<file path="config.mk">
export PLATFORM = sky130hd
export DESIGN_NAME = mem_port_arbiter_flat
export DESIGN_NICKNAME = d
export VERILOG_FILES = /design/src/rtl/mem_port_arbiter_pkg.sv /design/src/rtl/mem_port_arbiter_if.sv /design/src/rtl/mem_port_arbiter_rr_picker.sv /design/src/rtl/mem_port_arbiter.sv /design/src/flat_wrapper.sv
export SDC_FILE = /design/constraint.sdc
export NUM_CORES = 1
export LEC_CHECK = 0
export BUFFER_PORTS_ARGS = -buffer_cell sky130_fd_sc_hd__buf_4
export CAP_MARGIN = 20
export CORE_MARGIN = 2
export CORE_UTILIZATION = 37
export CTS_BUF_LIST = sky130_fd_sc_hd__clkbuf_8 sky130_fd_sc_hd__clkbuf_16
export DETAILED_ROUTE_END_ITERATION = 12
export PLACE_DENSITY = 0.84
export SLEW_MARGIN = 40
export SYNTH_ARGS = -nofsm -noshare
export SYNTH_HDL_FRONTEND = slang
export SYNTH_HIERARCHICAL = 1
export SYNTH_SLANG_ARGS = --single-unit
</file>
<file path="constraint.sdc">
create_clock -name clk -period 2.56 [get_ports clk]
set_clock_uncertainty 0.2 [all_clocks]
set_input_delay 0.128 -clock clk [delete_from_list [all_inputs] [get_ports clk]]
set_output_delay 0.128 -clock clk [all_outputs]
set_load 0.01 [all_outputs]
</file>
<file path="src/rtl/mem_port_arbiter_pkg.sv">
// Shared definitions for the memory port arbiter: state encoding, width
// defaults and the round-robin pointer wrap helper.
package mem_port_arb_pkg;

    localparam logic [1:0] IDLE      = 2'd0;
    localparam logic [1:0] ISSUE     = 2'd1;
    localparam logic [1:0] WAIT_RESP = 2'd2;

    typedef enum logic [1:0] {
        ST_IDLE      = IDLE,
        ST_ISSUE     = ISSUE,
        ST_WAIT_RESP = WAIT_RESP
    } arb_state_e;

    localparam int ADDR_W_DEF = 32;
    localparam int DATA_W_DEF = 32;

    // Next requester index after idx, wrapping from n-1 back to 0.
    function automatic int ptr_wrap(input int idx, input int n);
        return (idx + 1 >= n) ? 0 : idx + 1;
    endfunction

endpackage

</file>
<file path="src/rtl/mem_port_arbiter_if.sv">
// Requester-side and memory-side handshake bundle of the memory port arbiter.
// Optional macro MEM_PORT_ARBITER_LOCK_EN adds the per-requester lock input.
interface mem_port_arbiter_if
    import mem_port_arb_pkg::*;
#(
    parameter int NUM_REQ = 3,
    parameter int ADDR_W  = ADDR_W_DEF,
    parameter int DATA_W  = DATA_W_DEF
);
    localparam int IDX_W = (NUM_REQ > 1) ? $clog2(NUM_REQ) : 1;

    logic [NUM_REQ-1:0]        req_valid_i;
    logic [NUM_REQ-1:0]        req_ready_o;
    logic [NUM_REQ*ADDR_W-1:0] req_addr_i;
    logic [NUM_REQ-1:0]        resp_valid_o;
    logic [NUM_REQ-1:0]        resp_ready_i;
    logic [DATA_W-1:0]         resp_data_o;
    logic [IDX_W-1:0]          grant_id_o;
    logic                      busy_o;
    logic                      mem_req_valid_o;
    logic                      mem_req_ready_i;
    logic [ADDR_W-1:0]         mem_addr_o;
    logic                      mem_resp_valid_i;
    logic                      mem_resp_ready_o;
    logic [DATA_W-1:0]         mem_data_i;
`ifdef MEM_PORT_ARBITER_LOCK_EN
    logic [NUM_REQ-1:0]        req_lock_i;
`endif

    // Arbiter side.
    modport master (
        input  req_valid_i, req_addr_i, resp_ready_i,
        input  mem_req_ready_i, mem_resp_valid_i, mem_data_i,
`ifdef MEM_PORT_ARBITER_LOCK_EN
        input  req_lock_i,
`endif
        output req_ready_o, resp_valid_o, resp_data_o, grant_id_o, busy_o,
        output mem_req_valid_o, mem_addr_o, mem_resp_ready_o
    );

    // Requesters plus memory, seen from outside the arbiter.
    modport slave (
        output req_valid_i, req_addr_i, resp_ready_i,
        output mem_req_ready_i, mem_resp_valid_i, mem_data_i,
`ifdef MEM_PORT_ARBITER_LOCK_EN
        output req_lock_i,
`endif
        input  req_ready_o, resp_valid_o, resp_data_o, grant_id_o, busy_o,
        input  mem_req_valid_o, mem_addr_o, mem_resp_ready_o
    );

endinterface

</file>
<file path="src/rtl/mem_port_arbiter_rr_picker.sv">
// Combinational round-robin picker: first set request scanning upward from
// ptr with wrap. Returns a one-hot grant, its index and an any-request flag.
module rr_picker #(
    parameter int NUM_REQ = 3,
    parameter int IDX_W   = (NUM_REQ > 1) ? $clog2(NUM_REQ) : 1
) (
    input  logic [NUM_REQ-1:0] req,
    input  logic [IDX_W-1:0]   ptr,
    output logic [NUM_REQ-1:0] gnt,
    output logic [IDX_W-1:0]   idx,
    output logic               any
);

    // Rotating priority scan; the first hit from ptr wins.
    always_comb begin
        int k;
        gnt = '0;
        idx = '0;
        any = 1'b0;
        k   = 0;
        for (int i = 0; i < NUM_REQ; i++) begin
            k = int'(ptr) + i;
            if (k >= NUM_REQ) k = k - NUM_REQ;
            if (!any && req[k[IDX_W-1:0]]) begin
                any                = 1'b1;
                gnt[k[IDX_W-1:0]]  = 1'b1;
                idx                = k[IDX_W-1:0];
            end
        end
    end

endmodule

</file>
<file path="src/rtl/mem_port_arbiter.sv">
// Round-robin arbiter sharing one memory port among NUM_REQ requesters with a
// single outstanding transaction. Optional macro MEM_PORT_ARBITER_LOCK_EN lets
// the last granted requester keep the port across back-to-back accesses.
module mem_port_arbiter
    import mem_port_arb_pkg::*;
#(
    parameter int NUM_REQ = 3,
    parameter int ADDR_W  = ADDR_W_DEF,
    parameter int DATA_W  = DATA_W_DEF
) (
    input logic              clk,
    input logic              rst_n,
    mem_port_arbiter_if.master bus
);

    localparam int IDX_W = (NUM_REQ > 1) ? $clog2(NUM_REQ) : 1;

    arb_state_e          state;
    logic [IDX_W-1:0]    rr_ptr;
    logic [IDX_W-1:0]    grant_q;
    logic [ADDR_W-1:0]   addr_q;

    logic [NUM_REQ-1:0]  pick_gnt;
    logic [IDX_W-1:0]    pick_idx;
    logic                pick_any;
    logic [NUM_REQ-1:0]  win_gnt;
    logic [IDX_W-1:0]    win_idx;
    logic [NUM_REQ-1:0]  grant_oh;
    logic                resp_hs;

    rr_picker #(
        .NUM_REQ (NUM_REQ),
        .IDX_W   (IDX_W)
    ) u_rr_picker (
        .req (bus.req_valid_i),
        .ptr (rr_ptr),
        .gnt (pick_gnt),
        .idx (pick_idx),
        .any (pick_any)
    );

    assign grant_oh = NUM_REQ'(1) << grant_q;

`ifdef MEM_PORT_ARBITER_LOCK_EN
    logic lock_q;
    logic lock_hit;

    // A held lock overrides the rotation whenever the owner is requesting.
    assign lock_hit = lock_q & bus.req_valid_i[grant_q];
    assign win_gnt  = lock_hit ? grant_oh : pick_gnt;
    assign win_idx  = lock_hit ? grant_q  : pick_idx;
`else
    assign win_gnt  = pick_gnt;
    assign win_idx  = pick_idx;
`endif

    assign resp_hs = (state == ST_WAIT_RESP) & bus.mem_resp_valid_i & bus.resp_ready_i[grant_q];

    // Arbitration, address capture and transaction sequencing.
    always_ff @(posedge clk or negedge rst_n) begin
        if (!rst_n) begin
            state   <= ST_IDLE;
            rr_ptr  <= '0;
            grant_q <= '0;
            addr_q  <= '0;
`ifdef MEM_PORT_ARBITER_LOCK_EN
            lock_q  <= 1'b0;
`endif
        end else begin
            case (state)
                ST_IDLE: begin
                    if (pick_any) begin
                        addr_q  <= bus.req_addr_i[win_idx*ADDR_W +: ADDR_W];
                        grant_q <= win_idx;
                        state   <= ST_ISSUE;
                    end
                end
                ST_ISSUE: begin
                    if (bus.mem_req_ready_i) state <= ST_WAIT_RESP;
                end
                ST_WAIT_RESP: begin
                    if (resp_hs) begin
                        state <= ST_IDLE;
`ifdef MEM_PORT_ARBITER_LOCK_EN
                        lock_q <= bus.req_lock_i[grant_q];
                        if (!bus.req_lock_i[grant_q])
                            rr_ptr <= IDX_W'(ptr_wrap(int'(grant_q), NUM_REQ));
`else
                        rr_ptr <= IDX_W'(ptr_wrap(int'(grant_q), NUM_REQ));
`endif
                    end
                end
                default: state <= ST_IDLE;
            endcase
        end
    end

    // Request acceptance is blocked while reset is held so every handshake
    // output reads zero during reset, not only after the first edge.
    assign bus.req_ready_o      = (rst_n && state == ST_IDLE && pick_any) ? win_gnt : '0;
    assign bus.mem_req_valid_o  = (state == ST_ISSUE);
    assign bus.mem_addr_o       = (state != ST_IDLE) ? addr_q : '0;
    assign bus.resp_valid_o     = (state == ST_WAIT_RESP && bus.mem_resp_valid_i) ? grant_oh : '0;
    assign bus.resp_data_o      = (state == ST_WAIT_RESP) ? bus.mem_data_i : '0;
    assign bus.mem_resp_ready_o = (state == ST_WAIT_RESP) & bus.resp_ready_i[grant_q];
    assign bus.grant_id_o       = grant_q;
    assign bus.busy_o           = (state != ST_IDLE);

endmodule

</file>
<file path="src/flat_wrapper.sv">
// flat-port wrapper written by rule: the top's interface ports become plain ports
module mem_port_arbiter_flat import mem_port_arb_pkg::*;
#(
    parameter int NUM_REQ = 3,
    parameter int ADDR_W  = ADDR_W_DEF,
    parameter int DATA_W  = DATA_W_DEF
)
  (clk, rst_n, bus_req_valid_i, bus_req_addr_i, bus_resp_ready_i, bus_mem_req_ready_i, bus_mem_resp_valid_i, bus_mem_data_i, bus_req_ready_o, bus_resp_valid_o, bus_resp_data_o, bus_grant_id_o, bus_busy_o, bus_mem_req_valid_o, bus_mem_addr_o, bus_mem_resp_ready_o);
  mem_port_arbiter_if #(.NUM_REQ(NUM_REQ), .ADDR_W(ADDR_W), .DATA_W(DATA_W)) bus_i ();
  input logic clk;
  input logic rst_n;
  input wire logic [$bits(bus_i.req_valid_i)-1:0] bus_req_valid_i;
  input wire logic [$bits(bus_i.req_addr_i)-1:0] bus_req_addr_i;
  input wire logic [$bits(bus_i.resp_ready_i)-1:0] bus_resp_ready_i;
  input wire logic [$bits(bus_i.mem_req_ready_i)-1:0] bus_mem_req_ready_i;
  input wire logic [$bits(bus_i.mem_resp_valid_i)-1:0] bus_mem_resp_valid_i;
  input wire logic [$bits(bus_i.mem_data_i)-1:0] bus_mem_data_i;
  output wire logic [$bits(bus_i.req_ready_o)-1:0] bus_req_ready_o;
  output wire logic [$bits(bus_i.resp_valid_o)-1:0] bus_resp_valid_o;
  output wire logic [$bits(bus_i.resp_data_o)-1:0] bus_resp_data_o;
  output wire logic [$bits(bus_i.grant_id_o)-1:0] bus_grant_id_o;
  output wire logic [$bits(bus_i.busy_o)-1:0] bus_busy_o;
  output wire logic [$bits(bus_i.mem_req_valid_o)-1:0] bus_mem_req_valid_o;
  output wire logic [$bits(bus_i.mem_addr_o)-1:0] bus_mem_addr_o;
  output wire logic [$bits(bus_i.mem_resp_ready_o)-1:0] bus_mem_resp_ready_o;
  assign bus_i.req_valid_i = bus_req_valid_i;
  assign bus_i.req_addr_i = bus_req_addr_i;
  assign bus_i.resp_ready_i = bus_resp_ready_i;
  assign bus_i.mem_req_ready_i = bus_mem_req_ready_i;
  assign bus_i.mem_resp_valid_i = bus_mem_resp_valid_i;
  assign bus_i.mem_data_i = bus_mem_data_i;
  assign bus_req_ready_o = bus_i.req_ready_o;
  assign bus_resp_valid_o = bus_i.resp_valid_o;
  assign bus_resp_data_o = bus_i.resp_data_o;
  assign bus_grant_id_o = bus_i.grant_id_o;
  assign bus_busy_o = bus_i.busy_o;
  assign bus_mem_req_valid_o = bus_i.mem_req_valid_o;
  assign bus_mem_addr_o = bus_i.mem_addr_o;
  assign bus_mem_resp_ready_o = bus_i.mem_resp_ready_o;
  mem_port_arbiter #(.NUM_REQ(NUM_REQ), .ADDR_W(ADDR_W), .DATA_W(DATA_W)) u_core (.clk(clk), .rst_n(rst_n), .bus(bus_i));
endmodule
</file>
==> metrics.md, run 1 <==
| Metric | Value |
|---|---|
| Status | `finished, violations left` |
| Failing checks | `negative setup slack` |
| Synthesized instance count | `361` |
| Total core area | `0.00765 mm²` |
| Fin area | `0.00558 mm²` |
| PortBufs | `212` |
| Routability congestion estimate | `around 0.96` |
| Syn_area_per_cell | `8.03 µm²` |
| Area added between synthesis and finish | `92.4%` |
| Largest net degree at the start of global routing | `42` |
| First-pass GRT wire length | `approximately 17000 µm` |
| Power density cells | `1280 mW/mm²` |
| Register-to-Register Path Depth | `14` |
| Clock Path Buffers | `2` |
| Fin crit share | `103%` |
| # IOs | `213` |
| WL final | `between 10000 and 15000 µm` |
| Master of the slowest instance on the critical path | `dfrtp_2` |
| N_diodes | `0` |
| Critical Path Start | `u_core/rr_ptr[0]` |
| Crit Path Category | `register to output port` |
| Via count | `3614` |
| Slew Limit Fails | `0` |
| Fillers | `553` |
| Post-synth EDFFs | `0` |
| Worst path depth | `9` |
| Crit-path cells | `inv_4 -> ha_4 -> buf_6 -> mux2i_1 -> o21ai_1 -> or3_4 -> and2_4 -> and3_4 -> buf_6` |
| Die H | `92.5 µm` |
| Register area share after synthesis | `between 30% and 40%` |
| Fmax | `378 MHz` |
| Flop2flop setup slack | `-0.07 ns` |
| Dpl hpwl | `7570 µm` |
| Placement Cell Area | `0.00467 mm²` |
| Setup violators final | `26` |
| Via density | `between 4 and 5` |
| Initial drt markers | `149` |
| Design Power | `0.00714 W` |
| Final hold violation count | `0` |
| Crit path to | `bus_req_ready_o[1]` |
| Min cycle time layout | `2.65 ns` |
| Slew margin rel. | `around 64%` |
| Final WS setup | `-0.0885 ns` |
| Gr ovfl total | `0` |
| Synthesized area | `around 0.0029 mm²` |
| Most used cell, CP | `buf_6` |
| Reg2reg start | `u_core/rr_ptr[1]` |
| Drt wl/cell | `16.2 µm` |
| Leak | `around 2.7 nW` |
| Clock Pin Slew Worst Setup and Hold Paths | `0.09 ns` |
| Die ar. | `0.00856 mm²` |
| Critical path arrival | `2.32 ns` |
| Initial antenna violation count | `0` |
| CP peak stage delay | `~0.46 ns` |
| CTS tree | `built` |
| Vias in the first global route | `3583` |
| RSZ-0062 raised after global routing | `true` |
| Total CTS buffers | `5` |
| Worst-Margin Slew | `0.527 ns` |
| Most frequent cells in the layout | `buf_4 (233), nand2_1 (40), dfrtp_1 (37), o21ai_1 (36)` |
| Root buf cell | `clkbuf_8` |
| H-tree Lvls | `2` |
| Die width | `92.5 µm` |
| Routed Antenna Nets | `0` |
| Starting Density | `a little under two fifths` |
| # rows | `32` |
| Crit path required time | `around 2.2 ns` |
| Synth unique cells | `38` |
| Syn nets | `between 500 and 600` |
| DRC violation count after routing | `0` |
| Total of max-cap violations | `0` |
| Synth Flop Type | `dfrtp_1` |
| Most common cell after layout, fill and taps aside | `buf_4` |
| All-layer global routing usage | `between 20% and 30%` |
| Worst setup EP type | `output port` |
| Layout cells sized above 1 | `46.5%` |
| Crit path max fanout | `5` |
| Clk_lat worst skew | `0.29 ns` |
| Ys Warns | `6` |
| Final net count | `771` |
| Seq cells post-synth | `38` |
| Family with the most delay on the worst path | `simple AND/OR/NAND/NOR gates` |
| Hold Path Class | `input port to register` |
| Post-synth ARST share | `100%` |
| Reg2Reg Capture Point | `u_core/addr_q[15]` |
| DR pass1 iterations | `5` |
| Startpoint Class | `register` |
| Clock tree sinks | `38` |
| Peak supply drop | `0.656 mV` |
| Worst Path Buf+Inv | `3` |
-- kinds of logic (layout without fill, tap and decap cells) --
| group | after synthesis | after routing | share of synthesized area, % |
|---|---|---|---|
| and+or+nand+nor | 163 | 164 | 29.1 |
| DFF | 38 | 38 | 32.8 |
| AOI/OAI and AO/OA | 87 | 87 | 16.8 |
| muxes | 36 | 36 | 12.9 |
| adders and majority gates | 4 | 4 | 1.73 |
| buffers and inverters | 33 | 301 | 6.69 |
-- tightest hold or removal path, delay by kind of cell --
| kind | cells | cell delay (ns) |
|---|---|---|
| AOI/OAI and AO/OA | 2 | 0.14 |
| muxes | 1 | 0.05 |
| buffers and inverters | 1 | 0.08 |
| and+or+nand+nor | 1 | 0.08 |
-- cell usage after synthesis, types with 3 or more instances --
cell / number / share of area (%)
buf_6: 3 / 1.2
and2_1: 33 / 7.1
buf_2: 9 / 1.6
nand2_1: 40 / 5.2
nor2b_1: 32 / 6.9
nand3b_1: 4 / 1.0
a21oi_1: 37 / 6.4
nor3_1: 3 / 0.52
clkbuf_1: 8 / 1.0
dfrtp_1: 38 / 33
buf_1: 3 / 0.39
mux2i_1: 35 / 12
inv_1: 7 / 0.91
nor2_1: 36 / 4.7
nand2b_1: 3 / 0.65
o21ai_1: 36 / 6.2
ha_1: 4 / 1.7
o21ai_0: 5 / 0.86
and3_1: 3 / 0.65
-- per-stage QoR --
stage | cells | setup TNS, ns | utilization, % | hold slack, ns | setup slack (ns)
after global placement | 670 | -15.35 | 61.0 | -0.0757 | -0.486
after CTS | 721 | -0.0632 | 69.9 | 0.0178 | -0.0219
final | 732 | -0.923 | 72.9 | 0.0237 | -0.0885
after detailed placement | 670 | -7.35 | 61.1 | -0.0547 | -0.247
after global routing | 732 | -3.73 | 72.9 | 0.0468 | -0.198
after floorplan | 361 | 0 | - | -0.368 | 0.189
-- final cells by class --
type	instances	area [µm²]	share of cell area (%)
clock inverters	3	40.0	0.718
well taps	102	128	2.29
flip-flops and latches	38	952	17.1
multi-input cells	291	1930	34.7
clock buffers	5	68.8	1.23
inverters	7	28.8	0.516
repair buffers	286	2430	43.5
-- per-layer routing --
layer	routed length (µm)	GRT usage, %
met4	226	7.71
met2	6310	46.0
met3	697	4.88
met5	0	0
met1	4600	30.6
-- worst min-delay path by stage --
stage / slack (ns) / depth (start not counted) / start / endpoint
after floorplan: -0.37 / 0 / rst_n / u_core/addr_q[0]
after global placement: -0.08 / 1 / rst_n / u_core/addr_q[18]
after detailed placement: -0.05 / 1 / rst_n / u_core/addr_q[18]
after CTS: 0.02 / 5 / bus_req_addr_i[11] / u_core/addr_q[11]
after global routing: 0.05 / 5 / bus_req_addr_i[26] / u_core/addr_q[26]
final: 0.02 / 5 / bus_req_addr_i[3] / u_core/addr_q[3]
-- report_power, final --
group	switching (W)	total [W]	internal [W]
clock	0.000228	0.000516	0.000287
sequential	0.000187	0.00109	0.000906
combinational	0.00273	0.00553	0.00280
-- repair_timing --
action / in CTS / in global routing
pin swaps: 4 / 8
hold endpoints to repair: 71 / 0
endpoints found under the setup margin: 38 / 35
hold buffers: 34 / 0
resized for setup: 34 / 14
buffers inserted: 8 / 8
gates cloned: 2 / 3
-- state kept, by name, indices dropped and copies added, names as in the netlist --
register               cells
u_core/addr_q             32
u_core/rr_ptr              2
u_core/bus.grant_id_o      2
u_core/state               2
Power figures use the tool's default switching activity.
==> run 2: changes to the inputs <==
--- a/config.mk
+++ b/config.mk
@@ -5,13 +5,13 @@
 export SDC_FILE = /design/constraint.sdc
 export NUM_CORES = 1
 export LEC_CHECK = 0
-export BUFFER_PORTS_ARGS = -buffer_cell sky130_fd_sc_hd__buf_4
 export CAP_MARGIN = 20
 export CORE_MARGIN = 2
-export CORE_UTILIZATION = 37
+export CORE_UTILIZATION = 45
 export CTS_BUF_LIST = sky130_fd_sc_hd__clkbuf_8 sky130_fd_sc_hd__clkbuf_16
 export DETAILED_ROUTE_END_ITERATION = 12
-export PLACE_DENSITY = 0.84
+export DONT_BUFFER_PORTS = 1
+export PLACE_DENSITY = 0.69
 export SLEW_MARGIN = 40
 export SYNTH_ARGS = -nofsm -noshare
 export SYNTH_HDL_FRONTEND = slang
==> metrics.md, run 2 (synthesis gave the netlist of run 1 again) <==
| Metric | Value |
|---|---|
| Design Power | `0.00610 W` |
| Die ar. | `0.00710 mm²` |
| Clk_lat worst skew | `between 0.2 and 0.3 ns` |
| RSZ-0062 raised after global routing | `true` |
| DR pass1 iterations | `4` |
| Gr ovfl total | `0` |
| Leak | `roughly 1.8 nW` |
| CP peak stage delay | `0.39 ns` |
| Final WS setup | `-0.0469 ns` |
| H-tree Lvls | `2` |
| WL met1 | `4200 µm` |
| Layout cells sized above 1 | `~16%` |
| Power density cells | `between 1000 and 1500 mW/mm²` |
| Master of the slowest instance on the critical path | `dfrtp_1` |
| Most common cell after layout, fill and taps aside | `dlygate4sd3_1` |
| Crit Path Category | `register to register` |
| Slew margin rel. | `70.1%` |
| # IOs | `between 200 and 250` |
| Crit path required time | `2.52 ns` |
| DR top layer | `met4` |
| Initial antenna violation count | `1` |
| # rows | `29` |
| CTS tree | `built` |
| Most used cell, CP | `buf_12` |
| Setup violators final | `4` |
| Largest register FFs | `32` |
| PortBufs | `0` |
| Clock Path Buffers | `2` |
| Vias in the first global route | `3138` |
| Die width | `84.3 µm` |
| Critical path arrival | `2.57 ns` |
| Routability congestion estimate | `0.947` |
| Wire length on met2 | `5340 µm` |
| Starting Density | `46.2%` |
| Final hold violation count | `0` |
| Crit-path cells | `buf_4 -> ha_4 -> nand3b_1 -> o21ai_2 -> a21oi_2 -> o21ai_4 -> buf_12 -> buf_12 -> mux2i_2 -> nor2_1 -> a21oi_1 -> o21ai_1` |
| Startpoint Class | `register` |
| Fillers | `413` |
| Largest net degree at the start of global routing | `39` |
| Initial drt markers | `170` |
| Total core area | `0.00628 mm²` |
| Fin area | `between 0.004 and 0.005 mm²` |
| Via count | `around 3200` |
| Worst Path Buf+Inv | `3` |
| Total CTS buffers | `5` |
| DRC violation count after routing | `0` |
| Drt wl/cell | `21.4 µm` |
| Via density | `5.88` |
| Area added between synthesis and finish | `51.3%` |
| Min cycle time layout | `2.61 ns` |
| Final Util | `69.9%` |
| Peak supply drop | `0.680 mV` |
| WL final | `between 10000 and 15000 µm` |
| Most frequent cells in the layout | `dlygate4sd3_1 (97), nand2_1 (40), dfrtp_1 (37), o21ai_1 (36), nor2_1 (33)` |
| Total of max-cap violations | `0` |
| Biggest register | `u_core/addr_q` |
| Fin crit share | `102%` |
| Dpl hpwl | `roughly 6000 µm` |
| Clock Pin Slew Worst Setup and Hold Paths | `0.08 ns` |
| Dpl cells | `roughly 420` |
| Worst-Margin Slew | `~0.44 ns` |
| Crit path max fanout | `7` |
| Post-route insts no fill | `539` |
| Clock tree sinks | `38` |
| All-layer global routing usage | `29.3%` |
| Final net count | `602` |
| Status | `finished, violations left` |
| Die H | `~84 µm` |
| First-pass GRT wire length | `16400 µm` |
| Family with the most delay on the worst path | `compound AO/OA/AOI/OAI gates` |
| Fmax | `about 380 MHz` |
| Metal3 WL | `1380 µm` |
| WHS | `0.0227 ns` |
| Routed Antenna Nets | `0` |
| Placement Cell Area | `approximately 0.003 mm²` |
| Hold Path Class | `input port to register` |
| Failing checks | `negative setup slack` |
| Slew Limit Fails | `0` |
| Worst setup EP type | `register` |
| Root buf cell | `clkbuf_8` |
-- run 2: cell count changes in the layout (fill, tap and decap cells not counted), moves of 4 or more --
| cell | delta |
|---|---|
| buf_4 | -222 |
| mux2i_1 | -6 |
| buf_6 | -7 |
| a21oi_2 | +7 |
| mux2i_2 | +4 |
| dlygate4sd3_1 | +63 |
| a21oi_1 | -7 |
-- run 2: cell type report --
cell class                      count  area, µm²  area share, %
Tap cell                           77       96.3           2.20
Antenna cell                        1       2.50         0.0571
Clock buffer                        6       82.6           1.88
Multi-Input combinational cell    290       1950           44.5
Sequential cell                    38        952           21.7
Inverter                            7       26.3          0.599
Timing Repair Buffer              118       1260           28.8
Clock inverter                      2       12.5          0.285
-- run 2: per-stage QoR --
step	TNS [ns]	setup slack, ns
2_1_floorplan	0	0.189
4_1_cts	0	0.00850
6_report	-0.0841	-0.0469
3_3_place_gp	-0.00292	-0.00292
3_5_place_dp	-1.67	-0.109
5_1_grt	-1.11	-0.113
-- run 2: per-layer routing --
metal	GRT usage [%]	vias to the layer above
met5	0	-
met3	10.3	50
met1	36.8	1464
li1	-	1405
met4	13.6	0
met2	45.2	252
-- run 2: report_power, final --
group	internal [W]	leakage [nW]	switching (W)
Combinational	0.00193	1.28	0.00262
Sequential	0.000907	0.475	0.000205
Clock	0.000217	0.0472	0.000219
-- run 2: worst register-to-register path, cell delays in order, from the launching register on --
cell and delay [ns]:
dfrtp_1 0.39, buf_4 0.16, ha_4 0.30, nand3b_1 0.14, o21ai_2 0.14, a21oi_2 0.10
o21ai_4 0.16, buf_12 0.16, buf_12 0.15, mux2i_2 0.25, nor2_1 0.08, a21oi_1 0.15
o21ai_1 0.10
-- run 2: worst paths after layout --
kind	slack [ns]	depth (start not counted)	start	to
min in group asynchronous	0.15	2	rst_n	u_core/addr_q[25]
worst max register to register	-0.05	12	u_core/rr_ptr[1]	u_core/addr_q[5]
max in group asynchronous	1.81	2	rst_n	u_core/rr_ptr[0]
worst min register to register	0.29	2	u_core/addr_q[14]	u_core/addr_q[14]
worst min-delay path	0.02	3	bus_req_addr_i[30]	u_core/addr_q[30]
worst max-delay path	-0.05	12	u_core/rr_ptr[1]	u_core/addr_q[5]
-- run 2: timing repair --
item | CTS | global route
cloned | 2 | 1
gates resized for setup | 13 | 32
endpoints found under the setup margin | 35 | 35
hold buffers | 98 | 0
pin swaps | 2 | 7
endpoints found under the hold margin | 74 | 0
buffers inserted | 2 | 4
==> run 3: changes to the inputs <==
--- a/config.mk
+++ b/config.mk
@@ -11,7 +11,6 @@
 export CTS_BUF_LIST = sky130_fd_sc_hd__clkbuf_8 sky130_fd_sc_hd__clkbuf_16
 export DETAILED_ROUTE_END_ITERATION = 12
 export DONT_BUFFER_PORTS = 1
-export PLACE_DENSITY = 0.69
 export SLEW_MARGIN = 40
 export SYNTH_ARGS = -nofsm -noshare
 export SYNTH_HDL_FRONTEND = slang
==> constraint.sdc (replaced) <==
create_clock -name clk -period 3.1 [get_ports clk]
set_clock_uncertainty 0.2 [all_clocks]
set_input_delay 0.155 -clock clk [delete_from_list [all_inputs] [get_ports clk]]
set_output_delay 0.155 -clock clk [all_outputs]
set_load 0.01 [all_outputs]
==> metrics.md, run 3 (synthesis gave the netlist of run 1 again) <==
| Metric | Value |
|---|---|
| Slew Limit Fails | `0` |
| Min cycle time layout | `2.91 ns` |
| Hold path start | `bus_req_addr_i[21]` |
| Startpoint Class | `register` |
| Total of max-cap violations | `0` |
| Setup TNS | `0 ns` |
| Critical path arrival | `2.55 ns` |
| Slew margin rel. | `between 50% and 60%` |
| PortBufs | `0` |
| Total core area | `between 0.006 and 0.007 mm²` |
| Worst Path Buf+Inv | `1` |
| Area added between synthesis and finish | `35.7%` |
| Peak supply drop | `0.460 mV` |
| Worst-Margin Slew | `roughly 0.68 ns` |
| Die ar. | `0.00710 mm²` |
| Via count | `between 2000 and 3000` |
| Leak | `roughly 1.7 nW` |
| Crit-path cells | `inv_1 -> ha_1 -> mux2i_4 -> o21ai_2 -> or3_1 -> and2_1 -> and3_1` |
| Critical Path Start | `u_core/rr_ptr[1]` |
| RSZ-0062 raised after global routing | `false` |
| Worst setup EP type | `output port` |
| Largest net degree at the start of global routing | `39` |
| CTS tree | `built` |
| WHS | `a little under 0.002 ns` |
| CTS-repair resized insts | `0` |
| Layout cells sized above 1 | `~7.4%` |
| Via density | `roughly 5.5` |
| # rows | `29` |
| Crit path max fanout | `8` |
| Family with the most delay on the worst path | `simple AND/OR/NAND/NOR gates` |
| All-layer global routing usage | `23.4%` |
| WL final | `about 8800 µm` |
| Starting Density | `46.2%` |
| DRC violation count after routing | `0` |
| Clock tree sinks | `38` |
| Final net count | `584` |
| Power density cells | `1050 mW/mm²` |
| Reg2Reg Capture Point | `u_core/addr_q[2]` |
| Biggest register | `u_core/addr_q` |
| Flop2flop setup slack | `0.22 ns` |
| Clk_lat worst skew | `0.28 ns` |
| Setup violators final | `0` |
| DR pass1 iterations | `4` |
| Vias in the first global route | `2817` |
| Most frequent cells in the layout | `dlygate4sd3_1 (87), nand2_1 (40), dfrtp_1 (38)` |
| Routed Antenna Nets | `0` |
| Crit path required time | `2.74 ns` |
| CP peak stage delay | `0.44 ns` |
| Root buf cell | `clkbuf_8` |
| H-tree Lvls | `2` |
| Hold EP | `u_core/addr_q[21]` |
| Worst hold stages | `4` |
| Die width | `between 80 and 90 µm` |
| # IOs | `213` |
| Clock Pin Slew Worst Setup and Hold Paths | `roughly 0.07 ns` |
| Reg2reg start | `u_core/rr_ptr[1]` |
| Register-to-Register Path Depth | `11` |
| Crit Path Category | `register to output port` |
| Final hold violation count | `0` |
| Fmax | `344 MHz` |
| Clock Path Buffers | `2` |
| Most common cell after layout, fill and taps aside | `dlygate4sd3_1` |
| Status | `completed` |
| First-pass GRT wire length | `roughly 14000 µm` |
| Dpl hpwl | `5580 µm` |
| Fin crit share | `93.8%` |
| Initial drt markers | `77` |
| Total CTS buffers | `5` |
| Hold Path Class | `input port to register` |
| Master of the slowest instance on the critical path | `or3_1` |
| Largest register FFs | `32` |
| Initial antenna violation count | `0` |
| Drt wl/cell | `between 15 and 20 µm` |
| Die H | `84.3 µm` |
| N_diodes | `0` |
| Gr ovfl total | `0` |
| Routability congestion estimate | `0.814` |
## run 3: repair_timing
action | in CTS | in global routing
endpoints found under the setup margin | 0 | 21
setup buffers | 0 | 4
endpoints found under the hold margin | 74 | 0
hold buffers | 88 | 0
## run 3: layout make-up
cell class	instances	area, µm²
multi-input cells	290	1780
well taps	77	96.3
clock inverters	2	8.76
inverters	7	26.3
fillers	543	2340
repair buffers	100	993
flip-flops and latches	38	951
clock buffers	6	82.6
## run 3: power breakdown
group | switching (W) | leakage, nW | internal (W)
logic | 0.00177 | 1.14 | 0.00113
clock network | 0.000167 | 0.0524 | 0.000176
registers | 0.000151 | 0.476 | 0.000747
total | 0.00208 | 1.67 | 0.00205
## run 3: through the flow
stage | setup slack, ns | std cells | total power (W) | utilization (%) | cell area [µm²]
floorplan | 0.729 | 361 | 0.00317 | - | 2900
global placement | 0.315 | 420 | 0.00355 | 46.6 | 2920
detailed placement | 0.227 | 420 | 0.00361 | 46.6 | 2920
CTS | 0.178 | 516 | 0.00405 | 62.2 | 3910
global route | 0.00926 | 520 | 0.00450 | 62.7 | 3940
finish | 0.192 | 520 | 0.00414 | 62.7 | 3940
## run 3: worst max-delay path by stage
| stage | end | slack (ns) | depth (start not counted) |
|---|---|---|---|
| after global routing | u_core/addr_q[7] | 0.009 | 11 |
| final | bus_req_ready_o[2] | 0.19 | 7 |
| after CTS | bus_req_ready_o[0] | 0.18 | 7 |
| after global placement | u_core/addr_q[21] | 0.31 | 11 |
| after floorplan | u_core/addr_q[10] | 0.73 | 13 |
| after detailed placement | u_core/addr_q[25] | 0.23 | 11 |
## run 3: per-layer routing
metal | vias to the layer above | GRT usage [%] | share of wire (%)
met2 | 131 | 42.5 | 52
met3 | 12 | 4.42 | 6.5
met5 | - | 0 | 0
li1 | 1367 | - | -
met4 | 0 | 6.74 | 1.4
met1 | 1326 | 28.1 | 40
## run 3: worst reg2reg max path, cell delays in order (launching register included)
cell and delay [ns]:
dfrtp_1 0.41, inv_1 0.09, ha_1 0.38, mux2i_1 0.16, o21ai_1 0.26, a21oi_1 0.16
o21ai_4 0.29, buf_12 0.27, mux2i_1 0.28, nor2_1 0.07, a21oi_1 0.14, o21ai_1 0.07
